===== src/rtl/cmp_seq_pkg.sv =====
// Shared types for the bit-serial comparator: FSM state encoding and {lt,eq,gt} result codes.
package cmp_seq_pkg;

  typedef enum logic [1:0] {
    IDLE  = 2'd0,
    SHIFT = 2'd1,
    DONE  = 2'd2
  } state_t;

  localparam logic [2:0] RES_LT   = 3'b100;
  localparam logic [2:0] RES_EQ   = 3'b010;
  localparam logic [2:0] RES_GT   = 3'b001;
  localparam logic [2:0] RES_NONE = 3'b000;

  // Map the single-bit cell outputs onto a result code; only called once the bits differ.
  function automatic logic [2:0] res_from_cell(input logic cell_g);
    return cell_g ? RES_GT : RES_LT;
  endfunction

endpackage


===== src/rtl/bit_cmp_cell.sv =====
// One-bit magnitude compare cell, purely combinational; exactly one of l/e/g is high.
module bit_cmp_cell (
  input  logic a,
  input  logic b,
  output logic l,
  output logic e,
  output logic g
);

  assign g = a & ~b;
  assign l = ~a & b;
  assign e = ~(a ^ b);

endmodule


===== src/rtl/comp_serial_nbit.sv =====
// Bit-serial WIDTH-bit magnitude comparator, MSB first; done in cycle WIDTH+1 after accept.
// Starts are ignored while busy. Macro EARLY_EXIT_EN ends the compare on the first mismatching bit.
module comp_serial_nbit
  import cmp_seq_pkg::*;
#(
  parameter int WIDTH = 8
) (
  input  logic             clk,
  input  logic             rst,
  input  logic             start,
  input  logic [WIDTH-1:0] a,
  input  logic [WIDTH-1:0] b,
  output logic             busy,
  output logic             done,
  output logic             lt,
  output logic             eq,
  output logic             gt
);

  localparam int CW = $clog2(WIDTH) + 1;

  state_t           state_q, state_d;
  logic [WIDTH-1:0] a_sh_q, a_sh_d;
  logic [WIDTH-1:0] b_sh_q, b_sh_d;
  logic [CW-1:0]    cnt_q, cnt_d;
  logic             decided_q, decided_d;
  logic [2:0]       res_q, res_d;

  logic cell_l, cell_e, cell_g;
  logic accept;

  bit_cmp_cell u_cell (
    .a (a_sh_q[WIDTH-1]),
    .b (b_sh_q[WIDTH-1]),
    .l (cell_l),
    .e (cell_e),
    .g (cell_g)
  );

  // IDLE and DONE both count as not busy, which is what makes back-to-back starts work.
  assign accept = start && (state_q != SHIFT);

  always_comb begin
    state_d   = state_q;
    a_sh_d    = a_sh_q;
    b_sh_d    = b_sh_q;
    cnt_d     = cnt_q;
    decided_d = decided_q;
    res_d     = res_q;

    unique case (state_q)
      IDLE: ;
      SHIFT: begin
        a_sh_d = a_sh_q << 1;
        b_sh_d = b_sh_q << 1;
        cnt_d  = (cnt_q == '0) ? '0 : cnt_q - CW'(1);
        // cell_l is implied by !cell_e && !cell_g; kept in the condition for readability.
        if (!decided_q && (cell_l || cell_g)) begin
          res_d     = res_from_cell(cell_g);
          decided_d = 1'b1;
`ifdef EARLY_EXIT_EN
          state_d   = DONE;
`endif
        end
        if (cnt_q == '0) begin
          state_d = DONE;
          if (!decided_q && cell_e) begin
            res_d = RES_EQ;
          end
        end
      end
      DONE:    state_d = IDLE;
      default: state_d = IDLE;
    endcase

    if (accept) begin
      state_d   = SHIFT;
      a_sh_d    = a;
      b_sh_d    = b;
      cnt_d     = CW'(WIDTH - 1);
      decided_d = 1'b0;
      res_d     = RES_NONE;
    end
  end

  always_ff @(posedge clk) begin
    if (rst) begin
      state_q   <= IDLE;
      a_sh_q    <= '0;
      b_sh_q    <= '0;
      cnt_q     <= '0;
      decided_q <= 1'b0;
      res_q     <= RES_NONE;
    end else begin
      state_q   <= state_d;
      a_sh_q    <= a_sh_d;
      b_sh_q    <= b_sh_d;
      cnt_q     <= cnt_d;
      decided_q <= decided_d;
      res_q     <= res_d;
    end
  end

  assign busy         = (state_q == SHIFT);
  assign done         = (state_q == DONE);
  assign {lt, eq, gt} = res_q;

endmodule

===== config.mk =====
export PLATFORM = sky130hd
export DESIGN_NAME = comp_serial_nbit
export DESIGN_NICKNAME = d
export VERILOG_FILES = /design/src/rtl/cmp_seq_pkg.sv /design/src/rtl/bit_cmp_cell.sv /design/src/rtl/comp_serial_nbit.sv
export SDC_FILE = /design/constraint.sdc
export NUM_CORES = 1
export LEC_CHECK = 0
export ABC_CLOCK_PERIOD_IN_PS = 3000
export CAP_MARGIN = 20
export CORE_MARGIN = 2
export CORE_UTILIZATION = 53
export CTS_BUF_LIST = sky130_fd_sc_hd__clkbuf_16
export DETAILED_ROUTE_END_ITERATION = 6
export PLACE_DENSITY = 0.94
export SYNTH_ARGS = -nofsm -noshare
export SYNTH_HDL_FRONTEND = slang
export SYNTH_SLANG_ARGS = --single-unit

===== constraint.sdc =====
create_clock -name clk -period 3 [get_ports clk]
set_clock_uncertainty 0.2 [all_clocks]
set_input_delay 0.3 -clock clk [delete_from_list [all_inputs] [get_ports clk]]
set_output_delay 0.3 -clock clk [all_outputs]
set_load 0.05 [all_outputs]

* Word-level counts from Yosys, hierarchy flattened *
Cells that the tools add are included.

storage, ports and cells
  bits in registers = 26
  output and inout port bits = 5
  word-level logic and storage cells = 48

cells by class
  add/subtract/negate cells = 1
  equal/unequal tests = 6
  multiplexer cells = 14
  bitwise logic cells = 7
  reductions and logical operators = 12

operator list
  operator               count
  $mux W8                4
  $mux W3                6
  $reduce_and A2 Y1      3
  $logic_not A4 Y1       1
  $mux W4                1
  $ne A2 B1 Y1 const B   2
  $not A1 Y1             4
  $pmux W2 S2            1
  $sub A4 B1 Y4 const B  1
  $logic_and A1 B1 Y1    3
  $ne A3 B1 Y1 const B   1
  $and A1 B1 Y1          2
  $eq A2 B1 Y1 const B   1
  $eq A2 B2 Y1 const B   1
  $logic_not A2 Y1       1
  $mux W2                1
  $ne A2 B2 Y1 const B   1
  $reduce_bool A2 Y1     1
  $reduce_or A2 Y1       1
  $logic_not A1 Y1       1
  $logic_or A1 B1 Y1     1
  $mux W1                1
  $xor A1 B1 Y1          1

* Logic depth before layout (Yosys ltp) *
Gate-level depths: netlist of run 1.

  word-level depth = 7
  mapped depth = 5
  mapped depth without buffers = 5

* Hierarchy *
A second synthesis of run 1 with hierarchy kept.

unflattened totals
  cells, all modules = 119
  area, all modules = 1,151.1 um^2

by module, submodules not included
  module            times used  cells each  area an instance (um^2)  seq. area each (um^2)
  comp_serial_nbit  1           115         1,118.6                  520.5
  bit_cmp_cell      1           4           32.5                     0.0

* Least setup slack after synthesis of run 1 *
OpenSTA, ideal clock, no wires.

  path type = reg-to-reg
  start point = register b_sh_q[7]
  end point = register res_q[0]
  setup time = 0.117 ns
  data arrival time = 1.289 ns
  data required time = 2.683 ns
  setup slack = 1.394 ns
  cell stages (with the launch flop) = 6
  path buffers = 0
  clock period less this slack = 1.606 ns
  cell sequence = dfxtp_1 > inv_1 > ha_1 > nor4b_2 > mux2i_1 > nor3_1

between the ends
  cells in the longest elaborated chain, start to end = 7
  elaborated cells between the ends (all ways) = 12
  those cells by class = 4 x mux; 5 x bitwise; 3 x reduce/logical

ends and longest elaborated chain
  what                    RTL line                 text
  from (decl)             comp_serial_nbit.sv:24   logic [WIDTH-1:0] b_sh_q, b_sh_d;
  from (signal assigned)  comp_serial_nbit.sv:97   b_sh_q <= b_sh_d;
  $not A1 Y1              bit_cmp_cell.sv:10       assign g = a & ~b;
  $and A1 B1 Y1           bit_cmp_cell.sv:10
  $logic_or A1 B1 Y1      comp_serial_nbit.sv:58   if (!decided_q && (cell_l || cell_g)) begin
  $logic_and A1 B1 Y1     comp_serial_nbit.sv:58
  $mux W3                 comp_serial_nbit.sv:58
  $mux W3                 comp_serial_nbit.sv:67   if (!decided_q && cell_e) begin
  $mux W3 *               comp_serial_nbit.sv:65   if (cnt_q == '0) begin
  to (signal assigned)    comp_serial_nbit.sv:100  res_q <= res_d;
  to (decl)               comp_serial_nbit.sv:27   logic [2:0] res_q, res_d;

Mark *: on every way between the ends. The rest lies on a longest branch, timed or not.
A chain may end at the register's enable or synchronous reset.

* Worst setup path in the final report of run 1 *
  start point = register state_q[1]
  end point = output busy

between the ends
  cells in the longest elaborated chain, start to end = 1

ends and longest elaborated chain
  what                    RTL line                 text
  from (decl)             comp_serial_nbit.sv:22   state_t state_q, state_d;
  from (signal assigned)  comp_serial_nbit.sv:95   state_q <= state_d;
  $eq A2 B1 Y1            comp_serial_nbit.sv:104  assign busy = (state_q == SHIFT);
  to (decl)               comp_serial_nbit.sv:13   output logic busy,

Every way passes these cells.

==> impl_metrics.env, run 1 <==
export IMPL_endpoint="busy"
export IMPL_root_buffer="clkbuf_16"
export IMPL_row_count=16
export IMPL_critPathKind="reg2out"
export IMPL_dr_pass1_iters=4
export IMPL_cts_tree="built"
export IMPL_gp_congestion=0.8223
export IMPL_postCtsSetupBuffers=0
export IMPL_drcViolationCount=0
export IMPL_num_nets_final=159
export IMPL_fin_area_um2=1451
export IMPL_slew_headroom_pct=45.77
export IMPL_final_cell_mix="dfxtp_1, clkdlybuf4s50_1, mux2i_1"
export IMPL_r2r_setup_slack_ns=1.20
export IMPL_yosysUniqueCellTypes=25
export IMPL_dr_first_iter_drc_count=8
export IMPL_placed_area_um2=1376
export IMPL_path_cells="nand2b_4 > inv_2 > clkdlybuf4s50_1"
export IMPL_yosysWarnings=0
export IMPL_fin_util_pct=72.50
export IMPL_grt_pass1_wl_um=4084
export IMPL_period_share_pct=80.28
export IMPL_path_buf_inv=2
export IMPL_synth_seq_area_share_pct=45.37
export IMPL_finalSetupViolations=0
export IMPL_maxCapViolations=0
export IMPL_htreeDepth=1
export IMPL_via_count=920
export IMPL_cts_hold_fix_buffers=0
export IMPL_syn_area_um2=1147
export IMPL_tns_ns=0
export IMPL_cts_max_path_buffers=2
export IMPL_post_place_ws_ns=0.8924
export IMPL_fin_ws_ns=0.5917
export IMPL_worst_r2r_path_depth=5
export IMPL_syn_area_per_cell_um2=9.806
export IMPL_crit_fanout=35
export IMPL_boundaryPins=24
export IMPL_grt_pass1_vias=918
export IMPL_critPathLaunch="state_q[1]"
export IMPL_synth_async_reset_ratio_pct=0
export IMPL_ant_nets=0
export IMPL_fin_crit_ns=2.408
export IMPL_routedWlPerCell_um=14.50
export IMPL_io_buffer_count=23
export IMPL_place_hpwl_um=1705
export IMPL_dominantRegCellSynth="dfxtp_1"
export IMPL_crit_slowest_cell="clkdlybuf4s50_1"
export IMPL_cp_num_cells=3
export IMPL_end_kind="output pin"
export IMPL_worst_setup_path_start_kind="register"
export IMPL_die_area_um2=2553
export IMPL_max_stage_delay_ns=0.82
export IMPL_fp_dieH_um=50.53
export IMPL_power_leakage_nw=0.5873
export IMPL_r2r_end="res_q[0]"
export IMPL_final_hold_viol_count=0
export IMPL_layout_commonest_cell="dfxtp_1"
export IMPL_clk_pin_slew_ns=0.06
export IMPL_drv_slew=0
export IMPL_clock_fmax_mhz=415.2
export IMPL_rsz0062_at_grt="false"
export IMPL_area_delta_synth_final_pct=26.50
export IMPL_diodes=0
export IMPL_r2r_start="b_sh_q[7]"
export IMPL_grt_max_degree=36
export IMPL_via_per_inst=5.644
export IMPL_vdd_drop_max_uv=356.3
export IMPL_arrival_ns=1.91
export IMPL_power_density_nw_per_um2=578.6
export IMPL_gr_total_overflow=0
export IMPL_synthCells=117
export IMPL_grt_antenna_before_repair=0
export IMPL_initial_core_util_pct=57.31
export IMPL_synthesis_nets=138
export IMPL_min_path_type="reg2reg"
export IMPL_fp_coreArea_um2=2002
export IMPL_clk_latency_ns=0.26
export IMPL_cts_resized=0
export IMPL_outcome="finished, final reports clean"
export IMPL_drive_above_1_share_pct=5.882
export IMPL_nFillCells=149
export IMPL_synth_seq_cells=26
export IMPL_routed_wl_um=2364
export IMPL_die_x_um=50.53
export IMPL_synth_edf_count=0
export IMPL_worstMarginPinSlew_ns=0.8109
export IMPL_cp_top_family="buffers and inverters"
export IMPL_grt_util_all_layers_pct=22.16
export IMPL_clock_sinks=26
export IMPL_cts_buffers=3
export IMPL_cp_data_required_time_ns=2.50
[where the power goes]
group          switching (mW)  internal [mW]  leakage [nW]
logic                  0.0799         0.0716         0.336
clock network           0.112          0.176        0.0370
registers              0.0230          0.377         0.215
[stage by stage]
step	hold WS (ns)	cells	power, mW
floorplan	0.1831	117	0.5077
detailed placement	0.2943	160	0.5576
CTS	0.2987	163	0.8416
finish	0.2981	163	0.8398
global placement	0.2844	160	0.5472
global route	0.3166	163	0.8759
[state kept, by name, indices dropped and copies added (netlist names), named ones only]
signal and cells:
res_q 2, cnt_q 4, b_sh_q 8, state_q 2
decided_q 1, a_sh_q 8
[routing by layer]
| metal | global-route usage [%] | wire length, µm | up-vias |
|---|---|---|---|
| met2 | 39.47 | 1256 | 29 |
| met1 | 24.43 | 943 | 422 |
| met4 | 13.06 | 61 | 0 |
| met3 | 3.869 | 102 | 7 |
| li1 | - | - | 462 |
| met5 | 0 | 0 | - |
[cell usage after synthesis (2+ instances only)]
cell type	count	area, µm²
and3_1	2	12.51
ha_1	2	25.02
clkbuf_1	3	11.26
buf_2	4	20.02
nor2b_1	3	18.77
a21oi_1	3	15.01
nor2_1	17	63.81
dfxtp_1	26	520.5
mux2i_1	19	190.2
nor3_1	8	40.04
inv_1	2	7.510
nor4b_2	2	30.03
a211oi_1	14	105.1
[worst reg2reg max path, delay by kind of cell, from the launching register on]
family	cells	cell delay, ns
flip-flops	1	0.34
buffers and inverters	1	0.07
multiplexers	1	0.25
adder cells (fa/ha/maj)	1	0.34
AND/OR/NAND/NOR	2	0.51
[how the worst min path moves through the flow]
stage | cells past startpoint | slack, ns | to | from
after CTS | 2 | 0.30 | b_sh_q[3] | b_sh_q[2]
after floorplan | 1 | 0.18 | cnt_q[0] | rst
after detailed placement | 2 | 0.29 | b_sh_q[3] | b_sh_q[2]
after global routing | 2 | 0.32 | b_sh_q[3] | b_sh_q[2]
final | 2 | 0.30 | b_sh_q[3] | b_sh_q[2]
after global placement | 2 | 0.28 | a_sh_q[6] | a_sh_q[5]
[cell type report]
class	instances	area (µm²)	share of cell area, %
multi-input cells	80	573.1	39.48
flip-flops and latches	26	520.5	35.86
repair buffers	24	237.7	16.38
clock buffers	3	75.07	5.172
well taps	27	33.78	2.328
inverters	3	11.26	0.7759
[logic make-up (layout without fill, tap and decap cells)]
kind of cell | Yosys count | count (layout) | share of synthesized area (%)
muxes | 19 | 19 | 16.58
buffers and inverters | 11 | 30 | 4.689
DFF | 26 | 26 | 45.37
and+or+nand+nor | 37 | 37 | 17.67
adders and majority gates | 2 | 2 | 2.181
AOI/OAI and AO/OA | 22 | 22 | 13.52
Power figures use the tool's default switching activity.
==> run 2, diff against run 1 <==
--- a/config.mk
+++ b/config.mk
@@ -5,13 +5,14 @@
 export SDC_FILE = /design/constraint.sdc
 export NUM_CORES = 1
 export LEC_CHECK = 0
-export ABC_CLOCK_PERIOD_IN_PS = 3000
+export ABC_CLOCK_PERIOD_IN_PS = 2200
 export CAP_MARGIN = 20
+export CORE_ASPECT_RATIO = 1.75
 export CORE_MARGIN = 2
-export CORE_UTILIZATION = 53
+export CORE_UTILIZATION = 44
 export CTS_BUF_LIST = sky130_fd_sc_hd__clkbuf_16
 export DETAILED_ROUTE_END_ITERATION = 6
-export PLACE_DENSITY = 0.94
+export PLACE_DENSITY = 0.85
 export SYNTH_ARGS = -nofsm -noshare
 export SYNTH_HDL_FRONTEND = slang
 export SYNTH_SLANG_ARGS = --single-unit
==> constraint.sdc (replaced) <==
create_clock -name clk -period 2.2 [get_ports clk]
set_clock_uncertainty 0.2 [all_clocks]
set_input_delay 0.22 -clock clk [delete_from_list [all_inputs] [get_ports clk]]
set_output_delay 0.22 -clock clk [all_outputs]
set_load 0.05 [all_outputs]
==> run 2 against run 1 <==
Design area increased by 0.26%. Die area increased by 19%. Sequential power increased by 36%. Clock power increased by 37%. Worst hold slack improved by 0.0052 ns. Wire length increased by 5.1%. Global-route usage decreased by 4.5 points. Final cell count unchanged. Non-clock buffer count increased by 1. Combinational power increased by 40%. Flip-flop and latch count unchanged. Highest routed layer unchanged. Critical path depth decreased by 1.
==> impl_metrics.env, run 2 (synthesis results as in run 1) <==
export IMPL_outcome="finished, final reports clean"
export IMPL_top_regs="a_sh_q: 8 flops, b_sh_q: 8 flops, cnt_q: 4 flops"
export IMPL_clock_sinks=26
export IMPL_worst_hold_path_num_cells=2
export IMPL_fin_crit_ns=2.040
export IMPL_placed_area_um2=1380
export IMPL_dr_pass1_iters=4
export IMPL_drv_slew=0
export IMPL_regArea_um2=520.5
export IMPL_rsz0062_at_grt="false"
export IMPL_period_share_pct=92.72
export IMPL_io_buffer_count=23
export IMPL_clock_fmax_mhz=490.2
export IMPL_die_x_um=42.60
export IMPL_routedWlPerCell_um=15.25
export IMPL_place_hpwl_um=1727
export IMPL_worst_setup_path_start_kind="register"
export IMPL_arrival_ns=1.62
export IMPL_critPathKind="reg2out"
export IMPL_drive_above_1_share_pct=7.299
export IMPL_boundaryPins=24
export IMPL_fin_ws_ns=0.1601
export IMPL_combPwrFrac_pct=18.3
export IMPL_path_cells="nor2b_1 > clkdlybuf4s50_1"
export IMPL_max_stage_delay_ns=0.80
export IMPL_fin_util_pct=58.38
export IMPL_row_count=24
export IMPL_final_cell_mix="dfxtp_1, clkdlybuf4s50_1, mux2i_1"
export IMPL_holdWs_ns=0.3033
export IMPL_drcViolationCount=0
export IMPL_fp_coreArea_um2=2492
export IMPL_grt_pass1_vias=927
export IMPL_grt_max_degree=36
export IMPL_cts_hold_fix_buffers=0
export IMPL_htreeDepth=1
export IMPL_p_seq_share_pct=47.3
export IMPL_die_area_um2=3048
export IMPL_fp_dieH_um=71.55
export IMPL_initial_core_util_pct=46.03
export IMPL_cts_tree="built"
export IMPL_multi_input_area_um2=573.1
export IMPL_grt_antenna_before_repair=0
export IMPL_area_delta_synth_final_pct=26.83
export IMPL_grt_pass1_wl_um=4008
export IMPL_min_path_type="reg2reg"
export IMPL_clk_pin_slew_ns=0.06
export IMPL_swShare_pct=25.83
export IMPL_power_total_mw=1.151
export IMPL_tns_ns=0
export IMPL_end_kind="output pin"
export IMPL_routed_wl_um=2485
export IMPL_grt_util_all_layers_pct=17.67
export IMPL_power_density_nw_per_um2=790.8
export IMPL_gr_total_overflow=0
export IMPL_clk_latency_ns=0.26
export IMPL_finalSetupViolations=0
export IMPL_postCtsSetupBuffers=0
export IMPL_fin_area_um2=1455
export IMPL_cts_buffers=3
export IMPL_cts_resized=0
export IMPL_nFillCells=219
export IMPL_layoutNonFillerInstCount=163
export IMPL_post_place_ws_ns=0.3986
export IMPL_cp_data_required_time_ns=1.78
export IMPL_diodes=0
export IMPL_dpl_cell_count=160
export IMPL_via_per_inst=5.908
export IMPL_p_sw_uw=297.2
export IMPL_power_leakage_nw=0.5936
export IMPL_slew_headroom_pct=63.99
export IMPL_num_nets_final=160
export IMPL_dr_first_iter_drc_count=18
export IMPL_via_count=963
export IMPL_vdd_drop_max_uv=457.9
export IMPL_crit_fanout=4
export IMPL_worstMarginPinSlew_ns=0.5387
export IMPL_cts_max_path_buffers=2
export IMPL_maxCapViolations=0
export IMPL_layout_commonest_cell="dfxtp_1"
export IMPL_final_hold_viol_count=0
export IMPL_crit_slowest_cell="clkdlybuf4s50_1"
export IMPL_worst_r2r_path_depth=5
export IMPL_ant_nets=0
export IMPL_clockPowerShare_pct=34.4
export IMPL_p_int_uw=853.4
export IMPL_root_buffer="clkbuf_16"
export IMPL_gp_congestion=0.8418
run 2: layout make-up:
cell class,count,share of cell area [%]
tap,26,2.236
multi-input combinational,80,39.38
timing repair buffer,25,16.68
sequential,26,35.77
clock buffer,3,5.159
inverter,3,0.7739
run 2: per-layer routing:
layer | track usage (%) | share of wire, % | up-vias | wire length [µm]
met5 | 0 | 0 | - | 0
met3 | 3.023 | 4.9 | 10 | 122
met4 | 13.54 | 3.6 | 0 | 89
met2 | 30.43 | 53 | 45 | 1313
met1 | 18.50 | 39 | 442 | 960
li1 | - | - | 466 | -
run 2: worst max-delay path, delay by kind of cell (launching register included):
kind,cells,cell delay (ns)
flip-flops,1,0.40
AND/OR/NAND/NOR,1,0.16
buffers and inverters,1,0.80
run 2: worst paths after layout:
check	from	end	slack, ns
min	b_sh_q[5]	b_sh_q[6]	0.30
max	state_q[1]	done	0.16
min reg2reg	b_sh_q[5]	b_sh_q[6]	0.30
max reg2reg	b_sh_q[7]	res_q[0]	0.32
run 2: power groups by stage:
stage          logic [mW]  clock network [mW]  registers (mW)
2_1_floorplan       0.139                   0           0.553
3_3_place_gp        0.198                   0           0.551
3_5_place_dp        0.207                   0           0.553
4_1_cts             0.210               0.399           0.544
5_1_grt             0.228               0.421           0.550
6_report            0.211               0.396           0.544
